File: src/rtl/button_conditioner.sv
// Push-button conditioner: 2-flop sync, debounce FSM, press/release/hold pulses.
// Define BUTTON_HOLD_EN to build the long-press hold counter and btn_hold pulse.
module button_conditioner #(
    parameter int N_BTN           = 2,
    parameter int DEBOUNCE_CYCLES = 20000,
    parameter int HOLD_CYCLES     = 2000000,
    parameter bit ACTIVE_LOW      = 1'b0
) (
    input  logic             clk,
    input  logic             rst,
    input  logic [N_BTN-1:0] btn_raw,
    output logic [N_BTN-1:0] btn_level,
    output logic [N_BTN-1:0] btn_press,
    output logic [N_BTN-1:0] btn_release,
    output logic [N_BTN-1:0] btn_hold
);

    localparam int DW = $clog2(DEBOUNCE_CYCLES);
    localparam logic [DW-1:0] DB_MAX = DW'(DEBOUNCE_CYCLES - 1);

    typedef enum logic [1:0] {
        IDLE,
        PRESS_WAIT,
        PRESSED,
        RELEASE_WAIT
    } state_e;

    for (genvar i = 0; i < N_BTN; i++) begin : g_ch
        logic          sync1_q, sync2_q;
        logic          s;
        state_e        state_q, state_d;
        logic [DW-1:0] db_q, db_d;
        logic          level_q, level_d;
        logic          press_q, press_d;
        logic          release_q, release_d;

        // Synchroniser idles at the released level so reset never looks like a press.
        always_ff @(posedge clk or posedge rst) begin
            if (rst) begin
                sync1_q <= ACTIVE_LOW;
                sync2_q <= ACTIVE_LOW;
            end else begin
                sync1_q <= btn_raw[i];
                sync2_q <= sync1_q;
            end
        end

        assign s = sync2_q ^ ACTIVE_LOW;

        always_comb begin
            state_d   = state_q;
            db_d      = db_q;
            level_d   = level_q;
            press_d   = 1'b0;
            release_d = 1'b0;
            unique case (state_q)
                IDLE: begin
                    if (s) begin
                        state_d = PRESS_WAIT;
                        db_d    = '0;
                    end
                end
                PRESS_WAIT: begin
                    if (!s) begin
                        state_d = IDLE;
                    end else if (db_q == DB_MAX) begin
                        state_d = PRESSED;
                        level_d = 1'b1;
                        press_d = 1'b1;
                    end else begin
                        db_d = db_q + 1'b1;
                    end
                end
                PRESSED: begin
                    if (!s) begin
                        state_d = RELEASE_WAIT;
                        db_d    = '0;
                    end
                end
                RELEASE_WAIT: begin
                    if (s) begin
                        state_d = PRESSED;
                    end else if (db_q == DB_MAX) begin
                        state_d   = IDLE;
                        level_d   = 1'b0;
                        release_d = 1'b1;
                    end else begin
                        db_d = db_q + 1'b1;
                    end
                end
                default: state_d = IDLE;
            endcase
        end

        always_ff @(posedge clk or posedge rst) begin
            if (rst) begin
                state_q   <= IDLE;
                db_q      <= '0;
                level_q   <= 1'b0;
                press_q   <= 1'b0;
                release_q <= 1'b0;
            end else begin
                state_q   <= state_d;
                db_q      <= db_d;
                level_q   <= level_d;
                press_q   <= press_d;
                release_q <= release_d;
            end
        end

        assign btn_level[i]   = level_q;
        assign btn_press[i]   = press_q;
        assign btn_release[i] = release_q;

`ifdef BUTTON_HOLD_EN
        localparam int HW = $clog2(HOLD_CYCLES);
        localparam logic [HW-1:0] HOLD_MAX = HW'(HOLD_CYCLES - 1);

        logic [HW-1:0] hold_cnt_q, hold_cnt_d;
        logic          fired_q, fired_d;
        logic          hold_q, hold_d;

        // The counter spans the whole press, including release bounces.
        always_comb begin
            hold_cnt_d = hold_cnt_q;
            fired_d    = fired_q;
            hold_d     = 1'b0;
            unique case (state_q)
                PRESS_WAIT: begin
                    if (state_d == PRESSED) begin
                        hold_cnt_d = '0;
                        fired_d    = 1'b0;
                    end
                end
                PRESSED: begin
                    if (hold_cnt_q != HOLD_MAX) begin
                        hold_cnt_d = hold_cnt_q + 1'b1;
                    end
                    if (hold_cnt_q == HOLD_MAX && !fired_q) begin
                        hold_d  = 1'b1;
                        fired_d = 1'b1;
                    end
                end
                RELEASE_WAIT: begin
                    if (hold_cnt_q != HOLD_MAX) begin
                        hold_cnt_d = hold_cnt_q + 1'b1;
                    end
                end
                default: ;
            endcase
        end

        always_ff @(posedge clk or posedge rst) begin
            if (rst) begin
                hold_cnt_q <= '0;
                fired_q    <= 1'b0;
                hold_q     <= 1'b0;
            end else begin
                hold_cnt_q <= hold_cnt_d;
                fired_q    <= fired_d;
                hold_q     <= hold_d;
            end
        end

        assign btn_hold[i] = hold_q;
`else
        assign btn_hold[i] = 1'b0;
`endif
    end

endmodule

File: config.mk
export PLATFORM = sky130hd
export DESIGN_NAME = button_conditioner
export DESIGN_NICKNAME = d
export VERILOG_FILES = /design/src/rtl/button_conditioner.sv
export SDC_FILE = /design/constraint.sdc
export NUM_CORES = 1
export LEC_CHECK = 0
export BUFFER_PORTS_ARGS = -buffer_cell sky130_fd_sc_hd__clkbuf_2
export CORE_MARGIN = 2
export CORE_UTILIZATION = 43
export CTS_BUF_LIST = sky130_fd_sc_hd__clkbuf_4 sky130_fd_sc_hd__clkbuf_8 sky130_fd_sc_hd__clkbuf_16
export CTS_CLUSTER_DIAMETER = 200
export DETAILED_ROUTE_END_ITERATION = 10
export MAX_ROUTING_LAYER = met4
export REMOVE_ABC_BUFFERS = 1
export SYNTH_ARGS = -nofsm -noshare
export SYNTH_HDL_FRONTEND = slang
export SYNTH_SLANG_ARGS = --single-unit
File: constraint.sdc
create_clock -name clk -period 4.03 [get_ports clk]
set_input_delay 0.2015 -clock clk [delete_from_list [all_inputs] [get_ports clk]]
set_output_delay 0.2015 -clock clk [all_outputs]
set_load 0.02 [all_outputs]
**After elaboration in Yosys (flattened, before gate mapping)**

Index checks and enable logic that the tools add are counted.
Widths: inputs -> output; s select.

- Register bits after elaboration: 44
- Logic and storage cells: 96
- Output and inout port bits: 8

- Equal/unequal tests: 24
- Reductions and logical operators: 10
- Add/subtract/negate cells: 2
- Mux-type cells: 46

Operators with widths:

| kind | count |
|---|---|
| $mux 15 | 10 |
| $pmux 15 s4 | 2 |
| $add 15x1->15 const B | 2 |
| $eq 15x15->1 const B | 2 |
| $mux 2 | 12 |
| $ne 2x2->1 const B | 12 |
| $mux 1 | 18 |
| $pmux 2 s4 | 2 |
| $reduce_and 4->1 | 4 |
| $ne 3x3->1 const B | 4 |
| $reduce_and 5->1 | 2 |
| $eq 2x2->1 const B | 4 |
| $eq 2x1->1 const B | 2 |
| $logic_not 2->1 | 2 |
| $pmux 1 s2 | 2 |
| $reduce_bool 2->1 | 2 |

**Logic depth before layout (Yosys ltp)**

Gate-level depths: netlist of the first run.

- Depth after elaboration: 4
- Mapped depth: 8
- Mapped depth without buffers: 5

**Worst setup path after synthesis of the first run**

OpenSTA, ideal clock, no wires.

- Path kind: register -> register
- Start: register g_ch[1].db_q[0]
- End: register g_ch[1].db_q[13]
- Arrival: 1906 ps
- Setup time: 124 ps
- Path buffers: 2
- Setup slack: 2000 ps
- Stages on the path, launching flop included: 8
- Cells stage by stage: dfrtp_1 -> ha_1 -> and4_1 -> clkbuf_1 -> and4_1 -> buf_2 -> or2_2 -> a211o_1

- Cells in the longest elaborated chain, start to end: 4

Ends and longest elaborated chain:

| item | RTL line | source |
|---|---|---|
| from (decl) | 32 | `logic [DW-1:0] db_q, db_d;` |
| from (signal assigned) | 98 | `db_q <= '0;` |
| from (signal assigned) | 104 | `db_q <= db_d;` |
| $add 15x1->15 / $eq 15x15->1 (equally long branches) | n/a |  |
| $mux 15 (*) | 66, 83 |  |
| $mux 15 (on tied branches) | 81, 64 |  |
| $pmux 15 s4 (*) | 56 | `unique case (state_q)` |

Mark *: on every way between the ends. The rest lies on a longest branch, timed or not. The select of a mux whose other input is x is not followed.
A chain may end at the register's enable or synchronous reset.

**Worst setup path after layout of the first run**

- Start: register g_ch[0].state_q[0]
- End: register g_ch[0].db_q[7]

- Cells in the longest elaborated chain, start to end: 3

Ends and longest elaborated chain:

| item | RTL line | source |
|---|---|---|
| from (decl) | 31 | `state_e state_q, state_d;` |
| from (signal assigned) | 103 | `state_q <= state_d;` |
| $eq 2x2->1 (tied with other cells) | 56 |  |
| $ne 2x2->1 (no line) | n/a |  |
| $reduce_and 4->1 (no line) | n/a |  |
| to (signal assigned) | 98 |  |
| to (signal assigned) | 104 |  |
| to (decl) | 32 |  |

Parallel ways exist; a longest one is shown, timed or not.

==> results of run 1 <==
metrics by stage:
step           hold slack (ps)   power, W
6_report                 79.73  0.0008374
5_1_grt                  182.8  0.0008808
4_1_cts                  5.263  0.0008492
3_5_place_dp             311.1  0.0005477
3_3_place_gp             309.4  0.0005476
2_1_floorplan            232.9  0.0005278
where the power goes:
| group | internal, W | switching, W | leakage [nW] |
|---|---|---|---|
| Combinational | 0.0000226 | 0.0000375 | 0.408 |
| Clock | 0.000146 | 0.000152 | 0.0479 |
| Sequential | 0.000457 | 0.0000227 | 0.596 |
cell type report:
class,instances,share of cell area
clock inverters,1,0.002948
inverters,5,0.007371
flip-flops and latches,44,0.4324
multi-input cells,169,0.4550
clock buffers,7,0.03538
repair buffers,13,0.03145
well taps,72,0.03538
worst min path at each step:
stage,endpoint,slack [ps],depth (start not counted)
floorplan,g_ch[0].sync1_q$_DFF_PP0_,230,0
global placement,g_ch[1].sync1_q$_DFF_PP0_,310,1
detailed placement,g_ch[1].sync1_q$_DFF_PP0_,310,1
CTS,g_ch[0].sync1_q$_DFF_PP0_,5,1
global route,g_ch[1].sync1_q$_DFF_PP0_,180,2
finish,g_ch[1].level_q$_DFFE_PP0P_,80,2
worst register-to-register path, stage by stage, from the launching register on:
cell and delay, ps:
dfrtp_1 560, or4b_1 520, nor4_4 690, or3_1 350, o21ai_0 130
sequential cells by signal (all words and copies together), names as in the netlist, named ones only:
register,flops
g_ch.sync1_q,2
g_ch.press_q,2
g_ch.s,2
g_ch.release_q,2
g_ch.state_q,2
g_ch.level_q,2
g_ch.db_q,30
layer usage:
metal,vias to the layer above,GRT usage,wire length [um]
met5,-,-,0
li1,919,-,-
met1,910,0.2516,2517
met4,0,0.05172,57
met2,25,0.2453,2051
met3,5,0.03409,141
placed cells by master (no fill, tap or decap), types with 2 or more instances in the layout:
cell and count:
dlygate4sd3_1 2, o31ai_1 24, or4b_1 3, nor2_1 5, nor4b_1 2, nor3_1 4, o211ai_1 2, a31oi_1 3
nor4_1 3, or4_1 4, ha_1 2, nand3b_1 2, and2_1 3, inv_1 3, nand4_1 5, and4_1 7
o21ai_0 18, a21oi_1 9, o21a_1 2, and3_1 4, dfrtp_1 44, nand3_1 10, buf_4 2, nor3b_1 4
o41ai_1 5, o2bb2ai_1 5, mux2_2 2, o31a_1 2, mux2i_1 2, clkbuf_8 6, xnor2_1 2, nand2_1 15
or3_1 2, a41oi_1 3, nand2b_1 2, a211o_1 2, clkbuf_2 9, conb_1 2
logic make-up after synthesis:
| group | Yosys count | synth area share |
|---|---|---|
| buffers and inverters | 28 | 0.06580 |
| other | 1 | 0.001553 |
| adders and majority gates | 2 | 0.01036 |
| AOI/OAI and AO/OA | 76 | 0.2192 |
| xor gates and xnor gates | 2 | 0.007255 |
| and+or+nand+nor | 83 | 0.2223 |
| DFF | 44 | 0.4560 |
| muxes | 4 | 0.01762 |
==> flow_summary.yaml, run 1 <==
outcome:
  status: "finished clean"
yosys:
  seq_area_frac_synth: 0.4560
  synth_area_leaders: "dfrtp_1 46%, o31ai_1 7.5%, o21ai_0 3.7%"
  syn-mean-instance-area_sq_um: 10.06
  synth.most_common_cell: "dfrtp_1"
  synth.cell_area_sq_um: 2415
  synthTopCellsByCount: "44 x dfrtp_1, 24 x o31ai_1, 18 x o21ai_0, 15 x nand2_1, 10 x nand3_1"
  ys_warn_count: 0
  synth_top_area_frac: 0.4560
  ys.flop_type: "dfrtp_1"
  yosysTopAreaCell: "dfrtp_1"
  post_synth_inst_count: 240
  async_flop_share: 1.000
  synth_edf_count: 0
  synth-seq-cells: 44
  ys_types: 48
setup_path:
  slowest_delay_ps: 690
  slowest_stage: "nor4_4"
  crit_start: "g_ch[0].state_q[0]$_DFFE_PP0P_"
  crit_family: "simple AND/OR/NAND/NOR gates"
  r2r_start: "g_ch[0].state_q[0]$_DFFE_PP0P_"
  worst-path-stages: 4
  crit_chain: "or4b_1 -> nor4_4 -> or3_1 -> o21ai_0"
  crit_buf_inv: 0
  regToRegEndpoint: "g_ch[0].db_q[7]$_DFFE_PP0P_"
  crit_path_end_kind: "register"
  path_class: "register to register"
  cp.required_ps: 4210
  startpoint_type: "register"
  cp.arrival_ps: 2540
  reg2regPathDepth: 4
  regToRegSetupSlack_ps: 1670
  path_max_fanout: 15
  cp-endpoint: "g_ch[0].db_q[7]$_DFFE_PP0P_"
sta:
  fin_crit_ps: 2361
  hold_viol: 0
  fin_crit_sh: 0.5860
  tightest_slew_ps: 907.0
  slew_headroom: 0.3944
  max_freq_mhz: 423.5
  setup_viol: 0
  finClkSkew_ps: 6.612
  slew_violations: 0
  timing.final.ws_setup_ps: 1669
  rsz0062_at_grt: "no"
  setup_tns_ps: 0
die:
  die_area_sq_um: 6232
  core_sq_um: 5473
  die_h_um: 78.94
  io_pins: 12
  die_w_um: 78.94
  num_rows: 27
  start_util: 0.4412
routing:
  dr.pass1.iters: 4
  vias_per_cell: 5.977
  drt_iter0_markers: 132
  ant_nets: 0
  vias: 1859
  drc: 0
  routed_wirelength_mm: 4.767
  wl_per_cell_um: 15.33
cells_and_area:
  stdcell_area_sq_um: 2546
  num-nets-final: 244
  seq_area_sq_um: 1101
  multi_input_area_sq_um: 1159
  diodes: 0
  fin_util: 0.4652
  nFillCells: 514
  instances_no_fill: 311
  area_growth_pct: 5.440
  drive_gt1_frac: 0.1255
placement:
  place_ws_ps: 1690
  placed_cell_area_sq_um: 2429
  portBuffers: 9
  gp_congestion: 0.8078
  dp_hpwl_mm: 3.069
  place_inst: 301
grt:
  grt_pass1_vias: 1700
  overflow: 0
  grt_max_degree: 45
  antenna_found_initial: 0
  grt.total_usage: 0.1729
  grt_pass1_wl_mm: 8.369
clock_network:
  hold_buffers: 1
  clkTransAtPathRegs_ps: 90
  cts_root_buf: "clkbuf_8"
  cts_resized: 0
  cts.path.max_buffers: 2
  clkSinkCount: 44
  post_cts_buffers: 0
  htree_levels: 2
  numCtsBuffers: 5
  clk_latency_ps: 290
  cts_tree: "done"
power:
  power.density_nw_per_um2: 328.9
  vdd_drop_max_mv: 0.1759
  p_leak_nw: 1.052
flow_run:
  drv_cap: 0
min_path:
  min_path_type: "input port to asynchronous set/reset pin"
(Power assumes the default switching activity.)
==> run 2, diff against run 1 <==
clock period = 2.1 ns   (was 4.03 ns; I/O delays follow)
==> flow_summary.yaml, run 2 (synthesis gave the netlist of run 1 again) <==
clock_network:
  htree_levels: 2
  clk_latency_ps: 300
  clkTransAtPathRegs_ps: 80
  cts_root_buf: "clkbuf_8"
  cts.path.max_buffers: 2
  numCtsBuffers: 5
  cts_tree: "done"
  clkSinkCount: 44
setup_path:
  crit_family: "simple AND/OR/NAND/NOR gates"
  crit_chain: "ha_2 -> nand4_4 -> or4_1 -> or3_1 -> o311ai_2"
  startpoint_type: "register"
  crit_path_end_kind: "register"
  cp.arrival_ps: 2170
  path_class: "register to register"
  crit_buf_inv: 0
  slowest_stage: "or4_1"
  slowest_delay_ps: 560
  path_max_fanout: 5
  cp.required_ps: 2300
cells_and_area:
  stdcell_area_sq_um: 2725
  nFillCells: 516
  final_cell_mix: "44 x dfrtp_1, 24 x o31ai_1, 23 x buf_4"
  drive_gt1_frac: 0.2031
  diodes: 0
  num-nets-final: 266
  area_growth_pct: 12.85
  regMostFlops: "g_ch.db_q"
  largest_register_ffs: 30
  final_common_cell: "dfrtp_1"
power:
  power_w: 0.001615
  p_leak_nw: 1.170
  vdd_drop_max_mv: 0.3261
  power.density_nw_per_um2: 592.6
routing:
  vias: 1966
  routed_wirelength_mm: 5.188
  dr.pass1.iters: 4
  vias_per_cell: 5.904
  ant_nets: 0
  drc: 0
  drt_iter0_markers: 122
  wl_per_cell_um: 15.58
grt:
  grt.total_usage: 0.1875
  grt_max_degree: 45
  overflow: 0
  grt_pass1_vias: 1824
  grt_pass1_wl_mm: 8.983
  antenna_found_initial: 0
die:
  io_pins: 12
  num_rows: 27
  die_h_um: 78.94
  die_w_um: 78.94
  start_util: 0.4412
  core_sq_um: 5473
  die_area_sq_um: 6232
sta:
  fin_crit_ps: 1975
  slew_headroom: 0.6260
  setup_viol: 0
  rsz0062_at_grt: "no"
  fin_crit_sh: 0.9407
  finClkSkew_ps: 10.76
  hold_viol: 0
  max_freq_mhz: 506.2
  setup_tns_ps: 0
  tightest_slew_ps: 561.0
  slew_violations: 0
placement:
  placed_cell_area_sq_um: 2586
  gp_congestion: 0.8130
  portBuffers: 9
  dp_hpwl_mm: 3.508
outcome:
  status: "finished clean"
flow_run:
  drv_cap: 0
min_path:
  min_path_type: "register to register"
[run 2: cell count changes in the layout (fill, tap and decap cells not counted)]
cell / previous run / this run
clkinvlp_4: 1 / 0
clkbuf_4: 1 / 0
dlygate4sd3_1: 2 / 3
nand4_4: 0 / 1
buf_4: 2 / 23
ha_1: 2 / 1
or3_4: 0 / 1
or3_1: 2 / 1
clkinv_2: 0 / 2
ha_2: 0 / 1
nand4_2: 1 / 0
[run 2: worst paths after layout]
check	from	endpoint	slack, ps	cells past startpoint
min reg2reg	g_ch[1].sync1_q$_DFF_PP0_	g_ch[1].s$_DFF_PP0_	360	0
min	g_ch[1].sync1_q$_DFF_PP0_	g_ch[1].s$_DFF_PP0_	360	0
max	g_ch[0].db_q[0]$_DFFE_PP0P_	g_ch[0].db_q[14]$_DFFE_PP0P_	120	5
min in group asynchronous	rst	g_ch[1].sync1_q$_DFF_PP0_	480	4
max in group asynchronous	rst	g_ch[0].s$_DFF_PP0_	1230	4
max reg2reg	g_ch[0].db_q[0]$_DFFE_PP0P_	g_ch[0].db_q[14]$_DFFE_PP0P_	120	5
[run 2: layer usage]
metal	up-vias	wire length (um)	global-route usage
li1	966	-	-
met5	-	0	-
met4	0	71	0.06552
met3	7	118	0.02727
met1	962	2667	0.2721
met2	31	2331	0.2692
[run 2: per-stage QoR]
| stage | setup slack, ps | cells | util | hold slack [ps] |
|---|---|---|---|---|
| detailed placement | 93.06 | 322 | 0.4726 | 214.6 |
| global placement | 124.8 | 322 | 0.4726 | 213.3 |
| global route | 51.61 | 333 | 0.4979 | 371.7 |
| CTS | 74.36 | 333 | 0.4950 | 359.5 |
| floorplan | 79.34 | 218 | - | 136.4 |
| finish | 124.6 | 333 | 0.4979 | 356.9 |
[run 2: area by class of cell]
class	instances	area [sq um]	share of cell area
flip-flops and latches	44	1101	0.4040
well taps	72	90.09	0.03306
repair buffers	35	247.7	0.09091
multi-input cells	169	1175	0.4311
inverters	5	18.77	0.006887
clock buffers	6	82.58	0.03030
clock inverters	2	10.01	0.003673
[run 2: timing repair]
| item | in CTS | in global routing |
|---|---|---|
| hold buffers | 3 | 0 |
| resized for setup | 0 | 3 |
| endpoints found under the setup margin | 0 | 5 |
| setup buffers | 0 | 0 |
| endpoints found under the hold margin | 46 | 0 |
[run 2: power breakdown]
part	internal, W	switching (W)	total (W)
Combinational	0.0000545	0.0000788	0.000133
Sequential	0.000876	0.0000476	0.000924
Clock	0.000263	0.000295	0.000558
